<file path="config.mk">
export PLATFORM = sky130hd
export DESIGN_NAME = imem_loader
export DESIGN_NICKNAME = d
export VERILOG_FILES = /design/src/rtl/imem_loader_pkg.sv /design/src/rtl/imem_loader_word_assembler.sv /design/src/rtl/imem_loader.sv
export SDC_FILE = /design/constraint.sdc
export NUM_CORES = 1
export LEC_CHECK = 0
export CAP_MARGIN = 0
export CORE_MARGIN = 2
export CORE_UTILIZATION = 60
export CTS_CLUSTER_SIZE = 14
export DETAILED_ROUTE_END_ITERATION = 7
export PLACE_DENSITY = 0.86
export REMOVE_ABC_BUFFERS = 1
export SLEW_MARGIN = 20
export SYNTH_ARGS = -nofsm -noshare
export SYNTH_HDL_FRONTEND = slang
export SYNTH_SLANG_ARGS = --single-unit
</file>
<file path="constraint.sdc">
create_clock -name clk -period 7.44 [get_ports clk]
set_input_delay 1.488 -clock clk [delete_from_list [all_inputs] [get_ports clk]]
set_output_delay 1.488 -clock clk [all_outputs]
set_load 0.005 [all_outputs]
</file>
<file path="src/rtl/imem_loader_pkg.sv">
// Shared definitions for the instruction-memory program loader.
//
// Contents:
//   state_t         loader FSM states (IDLE, LEN0, LEN1, DATA, CSUM)
//   BYTES_PER_WORD  stream bytes per instruction word
//   LEN_W           width of the word-count field in the stream header
package imem_loader_pkg;

    typedef enum logic [2:0] {
        IDLE,
        LEN0,
        LEN1,
        DATA,
        CSUM
    } state_t;

    localparam int BYTES_PER_WORD = 4;
    localparam int LEN_W          = 16;

endpackage

</file>
<file path="src/rtl/imem_loader_word_assembler.sv">
// Little-endian word assembler for the program loader.
//
// Bytes arrive least-significant first and are shifted in from the top,
// so after four shifts the register holds {b3,b2,b1,b0}.
//
// Ports:
//   clk         input   rising-edge clock
//   reset       input   asynchronous active-low reset
//   clear       input   restart assembly at byte 0 (new load)
//   shift_en    input   accept byte_in this cycle
//   byte_in     input   8-bit stream byte
//   last_byte   output  next accepted byte completes a word (combinational)
//   word_ready  output  one-cycle strobe, the cycle after a word completes
//   word        output  assembled 32-bit word
module word_assembler
    import imem_loader_pkg::*;
(
    input  logic        clk,
    input  logic        reset,
    input  logic        clear,
    input  logic        shift_en,
    input  logic [7:0]  byte_in,
    output logic        last_byte,
    output logic        word_ready,
    output logic [31:0] word
);

    localparam logic [1:0] LAST_IDX = 2'(BYTES_PER_WORD - 1);

    logic [1:0]  byte_idx;
    logic [31:0] shreg;

    // The byte index wraps naturally after the fourth byte, so consecutive
    // words need no explicit restart.
    always_ff @(posedge clk or negedge reset) begin
        if (!reset) begin
            byte_idx   <= 2'd0;
            shreg      <= 32'd0;
            word_ready <= 1'b0;
        end else begin
            word_ready <= shift_en && (byte_idx == LAST_IDX);
            if (clear) begin
                byte_idx <= 2'd0;
                shreg    <= 32'd0;
            end else if (shift_en) begin
                shreg    <= {byte_in, shreg[31:8]};
                byte_idx <= byte_idx + 2'd1;
            end
        end
    end

    assign last_byte = (byte_idx == LAST_IDX);
    assign word      = shreg;

endmodule

</file>
<file path="src/rtl/imem_loader.sv">
// Program loader: write side of the instruction memory.
//
// Accepts a length-prefixed, XOR-checksummed byte stream
// (LEN_LO, LEN_HI, 4*N data bytes, CSUM) and writes little-endian words
// sequentially from address 0, holding the core in reset while loading.
//
// Ports:
//   clk         input   rising-edge clock
//   reset       input   asynchronous active-low reset
//   start       input   one-cycle load request, honoured only in IDLE
//   rx_valid    input   stream byte available
//   rx_data     input   stream byte
//   rx_ready    output  loader accepts a byte (any non-IDLE state)
//   imem_we     output  instruction memory write strobe, one cycle per word
//   imem_addr   output  word-aligned byte address of the write
//   imem_wdata  output  assembled instruction word
//   core_hold   output  keeps core and PC in reset while high
//   busy        output  high in every state except IDLE
//   done        output  one-cycle pulse on a successful load
//   err         output  sticky error, cleared by the next accepted start
module imem_loader
    import imem_loader_pkg::*;
#(
    parameter int DEPTH_WORDS = 64,
    parameter int ADDR_W      = 32
) (
    input  logic              clk,
    input  logic              reset,
    input  logic              start,
    input  logic              rx_valid,
    input  logic [7:0]        rx_data,
    output logic              rx_ready,
    output logic              imem_we,
    output logic [ADDR_W-1:0] imem_addr,
    output logic [31:0]       imem_wdata,
    output logic              core_hold,
    output logic              busy,
    output logic              done,
    output logic              err
);

    localparam int IDX_W = ADDR_W - 2;
    localparam logic [LEN_W-1:0] DEPTH_LEN = LEN_W'(DEPTH_WORDS);
    localparam logic [IDX_W-1:0] IDX_ONE   = IDX_W'(1);

    state_t            state;
    state_t            state_next;
    logic [LEN_W-1:0]  len;
    logic [LEN_W-1:0]  len_full;
    logic [IDX_W-1:0]  len_ext;
    logic [IDX_W-1:0]  word_idx;
    logic [IDX_W-1:0]  word_idx_next;
    logic [7:0]        csum;
    logic              xfer;
    logic              start_load;
    logic              last_byte;

    assign xfer          = rx_valid && rx_ready;
    assign start_load    = (state == IDLE) && start;
    assign len_full      = {rx_data, len[7:0]};
    assign len_ext       = IDX_W'(len);
    assign word_idx_next = word_idx + IDX_ONE;

    // Ready, busy and hold all follow the state register directly, so an
    // asynchronous reset drops them at once.
    assign rx_ready  = (state != IDLE);
    assign busy      = (state != IDLE);
    assign core_hold = (state != IDLE);

    word_assembler u_asm (
        .clk        (clk),
        .reset      (reset),
        .clear      (start_load),
        .shift_en   (xfer && (state == DATA)),
        .byte_in    (rx_data),
        .last_byte  (last_byte),
        .word_ready (imem_we),
        .word       (imem_wdata)
    );

    always_ff @(posedge clk or negedge reset) begin
        if (!reset) begin
            state <= IDLE;
        end else begin
            state <= state_next;
        end
    end

    // A zero-length image skips DATA entirely; its expected checksum is
    // the untouched running XOR, i.e. 0x00.
    always_comb begin
        state_next = state;
        case (state)
            IDLE: if (start) state_next = LEN0;
            LEN0: if (xfer) state_next = LEN1;
            LEN1: begin
                if (xfer) begin
                    if (len_full > DEPTH_LEN) begin
                        state_next = IDLE;
                    end else if (len_full == '0) begin
                        state_next = CSUM;
                    end else begin
                        state_next = DATA;
                    end
                end
            end
            DATA: begin
                if (xfer && last_byte && (word_idx_next == len_ext)) begin
                    state_next = CSUM;
                end
            end
            CSUM: if (xfer) state_next = IDLE;
            default: state_next = IDLE;
        endcase
    end

    // The write address is captured on the fourth byte of a word so it is
    // valid alongside the assembler's write strobe one cycle later.
    always_ff @(posedge clk or negedge reset) begin
        if (!reset) begin
            len       <= '0;
            word_idx  <= '0;
            csum      <= 8'd0;
            imem_addr <= '0;
            done      <= 1'b0;
            err       <= 1'b0;
        end else begin
            done <= 1'b0;
            case (state)
                IDLE: begin
                    if (start) begin
                        err      <= 1'b0;
                        word_idx <= '0;
                        csum     <= 8'd0;
                    end
                end
                LEN0: if (xfer) len[7:0] <= rx_data;
                LEN1: begin
                    if (xfer) begin
                        len[15:8] <= rx_data;
                        if (len_full > DEPTH_LEN) err <= 1'b1;
                    end
                end
                DATA: begin
                    if (xfer) begin
                        csum <= csum ^ rx_data;
                        if (last_byte) begin
                            imem_addr <= {word_idx, 2'b00};
                            word_idx  <= word_idx_next;
                        end
                    end
                end
                CSUM: begin
                    if (xfer) begin
                        if (rx_data == csum) begin
                            done <= 1'b1;
                        end else begin
                            err <= 1'b1;
                        end
                    end
                end
                default: ;
            endcase
        end
    end

endmodule
</file>
; Word level (Yosys, flattened, before mapping)
; Index checks and enable logic that the tools add are counted.
[totals]
word_cells = 78
register_bits = 124
[op_classes]
n_eq_ne = 16
bitwise = 1
n_lt_le_gt_ge = 1
mux = 28
n_reduce_logical = 19
addsub = 2
[op_table]
columns = cell, n
row1 = $mux W30, 3
row2 = $mux W32, 2
row3 = $pmux W30 S2, 1
row4 = $add A30 B1 Y30 const B, 1
row5 = $eq A30 B16 Y1, 1
row6 = $mux W3, 7
row7 = $gt A16 B7 Y1 const B, 1
row8 = $logic_not A16 Y1, 1
row9 = $mux W8, 2
row10 = $ne A2 B2 Y1 const B, 8
row11 = $pmux W8 S2, 1
row12 = $pmux W3 S5, 1
row13 = $eq A8 B8 Y1, 1
row14 = $mux W1, 8
row15 = $xor A8 B8 Y8, 1
row16 = $eq A3 B2 Y1 const B, 2
row17 = $logic_and A1 B1 Y1, 6
row18 = $reduce_and A3 Y1, 2
row19 = $reduce_and A6 Y1, 1
row20 = $reduce_bool A3 Y1, 2
row21 = $reduce_and A5 Y1, 1
row22 = $mux W2, 2
row23 = $reduce_and A2 Y1, 2
row24 = $reduce_and A4 Y1, 1
row25 = other kinds (8), 9

; Depth between registers and ports, before layout
; Gate-level depths: netlist of run 1.
[logic_depth]
depth_word = 6
depth_mapped = 10
mapped_depth_nobuf = 9

; Modules after synthesis
; Synthesis of run 1 repeated with hierarchy kept, for this count alone.
[unflattened]
hier_cells = 697
area_unflattened_um2 = 6477.5
[by_module_without_submodules]
columns = mod, area_per_inst_um2, cells_each, seq_area_each_um2, instances
row1 = imem_loader, 5024.8, 584, 2227.1, 1
row2 = word_assembler, 1452.6, 113, 875.8, 1

; Worst setup path before layout of run 1
; No wires, ideal clock.
[synth_timing]
path_type = in2reg
startpoint = input rx_valid
endpoint = register word_idx[29]
required_time_ns = 7.357
setup_time_ns = 0.083
setup_slack_ns = 4.359
arrival_ns = 2.999
path_stages = 8
path_buffers = 2
cell_sequence = clkbuf_1 nand2_1 nor2_1 nand2_1 inv_2 clkbuf_1 nand4_1 o21ai_0
[synth_via]
elab_chain_cells = 3
[synth_rtl]
columns = item, line
row1 = start: declaration, imem_loader.sv:30  ; input logic rx_valid,
row2 = $logic_and A1 B1 Y1, imem_loader.sv:58  ; assign xfer = rx_valid && rx_ready;
row3 = $ne A2 B2 Y1 (no source line), -
row4 = $reduce_and A4 Y1 (no source line), -
row5 = end signal: assignment, imem_loader.sv:149  ; word_idx <= word_idx_next;
row6 = end: declaration, imem_loader.sv:51  ; logic [IDX_W-1:0] word_idx;
; Every way passes these cells.
; A chain may end at the register's enable or synchronous reset.

; Final worst setup path of run 1
[layout_timing]
startpoint = input rx_valid
endpoint = register word_idx[28]
; Same word-level chain as after synthesis.

==> impl_metrics.toml, run 1 <==
[sta]
rsz0062_at_grt = "no"
fmax_mhz = 277.0
fin_crit_sh_pct = 48.53
fin_setup_tns_ns = 0
post-route-min-period_ns = 3.611
relSlewSlack_pct = 35.55
final_max_slew_viol_count = 0
finalHoldViolations = 0
fin_skew_ns = 0.006009
worst_slew_pin_slew_ns = 0.9580
setup_violations = 0

[setup_path]
cp.arrival_ns = 3.99
cp.required_ns = 7.82
rr_worst_depth = 8
critPathMaxStageDelay_ns = 0.56
slowest_stage = "clkdlybuf4s50_1"
critPathTopFamily = "buffers and inverters"
endpoint = "word_idx[28]$_DFFE_PN0P_"
r2r_end = "state[0]$_DFFE_PN0P_"
rrSetupSlack_ns = 4.05
crit_top_cell = "nand2_1"
crit_path_cell_trace = "clkdlybuf4s50_1 -> nand2_1 -> nor2_2 -> nand2_2 -> buf_4 -> inv_2 -> a21o_1 -> nand2_1 -> o31ai_1"
startpoint = "rx_valid"
cp_num_cells = 9
timing.rr.start = "word_idx[5]$_DFFE_PN0P_"
end_kind = "flip-flop"
cp_max_fo = 71
critPathBufInv = 3
worstSetupPathType = "in2reg"
cp-start-kind = "input port"

[logic_synthesis]
yosys_most_used_dff = "dfrtp_1"
synth_top_area_share_pct = 49.13
synth-edff-count = 0
synth_most_common_cell = "nand2_1"
postSynthCellCount = 718
yosysUniqueCellTypes = 58
synth_area_leaders = "dfrtp_1 49%, nand2_1 11%, o21ai_0 4.4%, a21oi_1 3.4%, xnor2_1 3.2%"
syn_area_mm2 = 0.006316
syn_avg_cell_area_um2 = 8.797
synth-async-reset-ratio_pct = 100.0
yosysSeqAreaShare_pct = 49.13
synth_commonest_cells = "188 x nand2_1, 124 x dfrtp_1, 56 x o21ai_0, 46 x nor2_1, 43 x a21oi_1"
synth-seq-cells = 124
yosysTopAreaCell = "dfrtp_1"
synth_warnings = 0

[floorplan]
core_mm2 = 0.01028
start_util_pct = 61.46
die_h_um = 106.6
die_w_um = 106.6
ios = 82
die_area_mm2 = 0.01136
num_rows = 37

[power]
irDropWorstVdd_mv = 0.1906
power.density_mw_per_mm2 = 275.5
p_leak_uw = 0.003352
power.total_uw = 2109

[cts]
cts_resized = 0
cts.path.max_buffers = 2
htreeDepth = 4
cts_sinks = 124
cts_buffers = 17
cts_tree = "built"
cts-hold-fix-buffers = 0
clk_pin_slew_ns = 0.06
clkLatencyLatePin_ns = 0.54
clockRootBuffer = "clkbuf_8"
cts_setup_buffers = 0

[detailed_routing]
drt_iter0_markers = 532
post_drt_wl_per_cell_um = 17.63
ant_nets = 0
routed-via-count = 5586
firstDrtPassIters = 8
drc = 3
wirelength_mm = 16.17
viasPerCell = 6.092

[global_route]
grt_pass1_vias = 5396
groute.usage.overall_pct = 29.59
antenna_found_initial = 0
grt.overflow.total = 0
grt_pass1_wl_mm = 26.49
grt_max_degree = 72

[placed_design]
port_buffers = 79
dp_hpwl_mm = 10.21
place.gp.congestion = 0.9322

[flow_run]
drv_cap = 0

[status]
status = "complete, but fails checks"
violations = "DRC"

[cells_and_area]
nNetsFinal = 783
layout-drive-gt1-share_pct = 8.963
syn2layout_area_growth_pct = 21.20
diodes = 0

[min_path]
hold_class = "reg2reg"
## metal layers
layer | global-route usage (%) | share of wire (%)
met1 | 37.65 | 39
met2 | 48.73 | 51
met3 | 7.295 | 7.2
met4 | 12.06 | 2.6
met5 | 0 | 0
## cells in the final DEF, fill, tap and decap left out, drive strengths merged, types with 4 or more instances in the layout
cell           instances
dfrtp                124
nand3b                 9
mux2                  18
bufinv                 4
nand2                188
clkdlybuf4s50         78
clkbuf                19
nand3                 24
nor4                   6
o31ai                 11
xnor2                 24
a21o                   4
a21oi                 43
and3                   4
nand2b                 5
nor3                  14
clkinv                 7
xor2                  11
inv                    9
o21ai                 56
and4                   5
nand4                 19
nor2                  46
buf                    7
## tightest hold or removal path, stage by stage (launching register included)
cell and delay (ns):
dfrtp_1 0.34, nand2_1 0.05, nand2_1 0.05
## worst min-delay path by stage
stage | start | endpoint | slack, ns | cells after the start
after floorplan | imem_addr[31]$_DFFE_PN0P_ | imem_addr[31]$_DFFE_PN0P_ | 0.47 | 2
after global placement | imem_addr[24]$_DFFE_PN0P_ | imem_addr[24]$_DFFE_PN0P_ | 0.46 | 2
after detailed placement | imem_addr[8]$_DFFE_PN0P_ | imem_addr[8]$_DFFE_PN0P_ | 0.46 | 2
after CTS | imem_addr[8]$_DFFE_PN0P_ | imem_addr[8]$_DFFE_PN0P_ | 0.48 | 2
after global routing | imem_addr[24]$_DFFE_PN0P_ | imem_addr[24]$_DFFE_PN0P_ | 0.49 | 2
final | imem_addr[24]$_DFFE_PN0P_ | imem_addr[24]$_DFFE_PN0P_ | 0.47 | 2
## area by class of cell
| cell class | instances | area [um^2] |
|---|---|---|
| Multi-Input combinational cell | 531 | 2919 |
| Fill cell | 730 | 2623 |
| Timing Repair Buffer | 85 | 833.3 |
| Sequential cell | 124 | 3103 |
| Inverter | 9 | 33.78 |
| Clock inverter | 13 | 173.9 |
| Tap cell | 136 | 170.2 |
| Clock buffer | 19 | 421.7 |
## cells by family (layout without fill, tap and decap cells)
group	Yosys count	after routing	synth area share, %
buffers and inverters	64	126	5.012
adder cells (fa/ha/maj)	3	3	0.5944
AND/OR/NAND/NOR	331	331	23.69
XOR/XNOR	35	35	4.972
AO/OA/AOI/OAI	140	140	12.96
flip-flops	124	124	49.13
other	1	2	0.05937
multiplexers	20	20	3.585
## per-stage QoR
step | util (%) | hold slack, ns | std cells | setup slack (ns) | area [um^2]
floorplan | - | 0.4699 | 664 | 1.847 | 6037
global placement | 68.58 | 0.4577 | 885 | 3.514 | 7048
detailed placement | 68.58 | 0.4623 | 885 | 3.419 | 7048
CTS | 74.37 | 0.4763 | 917 | 3.907 | 7644
global route | 74.48 | 0.4915 | 917 | 3.704 | 7655
finish | 74.48 | 0.4699 | 917 | 3.829 | 7655
## report_power, final
group          total, uW  switching (uW)  internal [uW]
registers            845            90.8            754
clock network        838             298            540
logic                426             225            200
## sequential cells by signal, summed over array words and instances (netlist names), 2 cells and up
signal	count
u_asm.byte_idx	2
word_idx	30
csum	8
imem_addr	30
u_asm.word	32
len	16
state	3
(Power assumes the default switching activity.)
==> inputs of run 2 (changes only) <==
--- a/config.mk
+++ b/config.mk
@@ -7,10 +7,10 @@
 export LEC_CHECK = 0
 export CAP_MARGIN = 0
 export CORE_MARGIN = 2
-export CORE_UTILIZATION = 60
+export CORE_UTILIZATION = 50
 export CTS_CLUSTER_SIZE = 14
 export DETAILED_ROUTE_END_ITERATION = 7
-export PLACE_DENSITY = 0.86
+export PLACE_DENSITY = 0.76
 export REMOVE_ABC_BUFFERS = 1
 export SLEW_MARGIN = 20
 export SYNTH_ARGS = -nofsm -noshare
==> constraint.sdc (replaced) <==
create_clock -name clk -period 3.02 [get_ports clk]
set_input_delay 0.604 -clock clk [delete_from_list [all_inputs] [get_ports clk]]
set_output_delay 0.604 -clock clk [all_outputs]
set_load 0.005 [all_outputs]
==> run 2 against run 1 <==
Routed wire length grew 2.5%. Sequential power grew 150%. Clock skew is essentially flat. The run now ends clean. Critical endpoint is now state[0]$_DFFE_PN0P_. Total power grew to 2.6 times the previous value. Highest routed layer unchanged. Sequential share of layout area shrank 2.0 points. Setup slack lost 3.7 ns. Register-to-register slack lost 3.9 ns. Hold slack lost 0.25 ns. First-iteration DRC count shrank 9.2%. Via count shrank 1.3%. Die area grew 19%.
==> impl_metrics.toml, run 2 (synthesis gave the netlist of run 1 again) <==
[min_path]
hold_class = "in2async"

[sta]
whs_ns = 0.2175
fin_setup_tns_ns = 0
fmax_mhz = 345.5
fin_skew_ns = 0.006402
rsz0062_at_grt = "no"
final_max_slew_viol_count = 0
relSlewSlack_pct = 54.64
fin_crit_sh_pct = 95.85
post-route-min-period_ns = 2.895
setup_violations = 0
worst_slew_pin_slew_ns = 0.6804
finalHoldViolations = 0

[floorplan]
die_area_mm2 = 0.01355
num_rows = 41
ios = 82
die_w_um = 116.4
start_util_pct = 50.67
core_mm2 = 0.01247
die_h_um = 116.4

[setup_path]
critPathMaxStageDelay_ns = 0.53
cp.required_ns = 3.33
cp.arrival_ns = 3.21
end_kind = "flip-flop"
critPathTopFamily = "simple AND/OR/NAND/NOR gates"
crit_path_cell_trace = "nand4_4 -> or4_1 -> or4_4 -> xnor2_2 -> nand3_1 -> nor4_2 -> nand4_1 -> a211o_1"
cp_max_fo = 6
worstSetupPathType = "reg2reg"
slowest_stage = "or4_4"
critPathBufInv = 0
cp-start-kind = "flip-flop"

[detailed_routing]
ant_nets = 0
wirelength_mm = 16.57
drt_iter0_markers = 483
viasPerCell = 5.611
drc = 0
routed-via-count = 5516
firstDrtPassIters = 4
post_drt_wl_per_cell_um = 16.86

[cells_and_area]
layout-drive-gt1-share_pct = 12.45
design_area_mm2 = 0.008055
final_common_cell = "nand2_1"
largest_register_ff_count = 32
final_util_pct = 64.62
layout_common_cells = "187 x nand2_1, 123 x dfrtp_1, 78 x clkdlybuf4s50_1"
nNetsFinal = 813
diodes = 0
syn2layout_area_growth_pct = 27.54

[placed_design]
place.gp.congestion = 0.9394
port_buffers = 79
dp_hpwl_mm = 11.42
place_area_mm2 = 0.007368

[cts]
cts_buffers = 17
clkLatencyLatePin_ns = 0.43
cts_tree = "built"
clk_pin_slew_ns = 0.06
cts_sinks = 124
htreeDepth = 4
cts.path.max_buffers = 2
cts_setup_buffers = 0
clockRootBuffer = "clkbuf_16"

[global_route]
groute.usage.overall_pct = 25.87
antenna_found_initial = 0
grt_pass1_vias = 5245
grt_pass1_wl_mm = 26.81
grt_max_degree = 71
grt.overflow.total = 0

[power]
p_leak_uw = 0.003552
power.density_mw_per_mm2 = 683.5
power.total_uw = 5505
irDropWorstVdd_mv = 0.5515

[status]
status = "completed"

[flow_run]
drv_cap = 0
-- run 2: cell types whose count changed in the layout (fill, tap and decap cells not counted), moves of 2 or more --
cell | before | now
buf_4 | 7 | 33
buf_12 | 0 | 4
clkinv_2 | 6 | 2
bufinv_16 | 4 | 6
clkbuf_8 | 1 | 3
-- run 2: worst paths after layout --
path / startpoint / to / slack (ns) / cells after the start
min in group clk: imem_addr[25]$_DFFE_PN0P_ / imem_addr[25]$_DFFE_PN0P_ / 0.47 / 2
worst max register to register: word_idx[11]$_DFFE_PN0P_ / state[0]$_DFFE_PN0P_ / 0.13 / 8
worst max-delay path: word_idx[11]$_DFFE_PN0P_ / state[0]$_DFFE_PN0P_ / 0.13 / 8
worst min register to register: imem_addr[25]$_DFFE_PN0P_ / imem_addr[25]$_DFFE_PN0P_ / 0.47 / 2
max in group asynchronous: reset / imem_addr[12]$_DFFE_PN0P_ / 2.07 / 2
worst min-delay path: reset / imem_addr[22]$_DFFE_PN0P_ / 0.22 / 1
-- run 2: worst reg2reg max path, cell delays in order, from the launching register on --
cell     delay, ns
dfrtp_1       0.50
nand4_4       0.12
or4_1         0.51
or4_4         0.53
xnor2_2       0.14
nand3_1       0.10
nor4_2        0.32
nand4_1       0.23
a211o_1       0.34
-- run 2: where the power goes --
| group | switching (uW) | total, uW | internal, uW |
|---|---|---|---|
| combinational | 559 | 1070 | 513 |
| sequential | 220 | 2080 | 1860 |
| clock | 747 | 2360 | 1610 |
| total | 1530 | 5510 | 3980 |
-- run 2: area by class of cell --
cell class / instances / area (um^2)
sequential: 124 / 3104
tap: 172 / 215.2
fill: 1032 / 4410
clock inverter: 11 / 212.7
multi-input combinational: 531 / 2910
clock buffer: 21 / 470.5
timing repair buffer: 115 / 1109
inverter: 9 / 33.78
-- run 2: stage by stage --
stage          std cells  worst slack, ns
3_3_place_gp         951           0.2397
3_5_place_dp         951           0.1445
4_1_cts              983           0.1259
2_1_floorplan        664           -1.896
6_report             983           0.1252
5_1_grt              983         0.005001
-- run 2: what timing repair did --
| item | 4_1_cts | 5_1_grt |
|---|---|---|
| hold endpoints to repair | 0 | 0 |
| resized for setup | 0 | 2 |
| endpoints found under the setup margin | 0 | 2 |
| hold buffers | 0 | 0 |
-- run 2: per-layer routing --
layer | part of all wire [%] | track usage [%] | vias to the layer above
met1 | 43 | 34.03 | 2723
li1 | - | - | 2620
met4 | 1.6 | 8.968 | 0
met3 | 5.1 | 5.553 | 21
met2 | 50 | 42.64 | 152
met5 | 0 | 0 | -
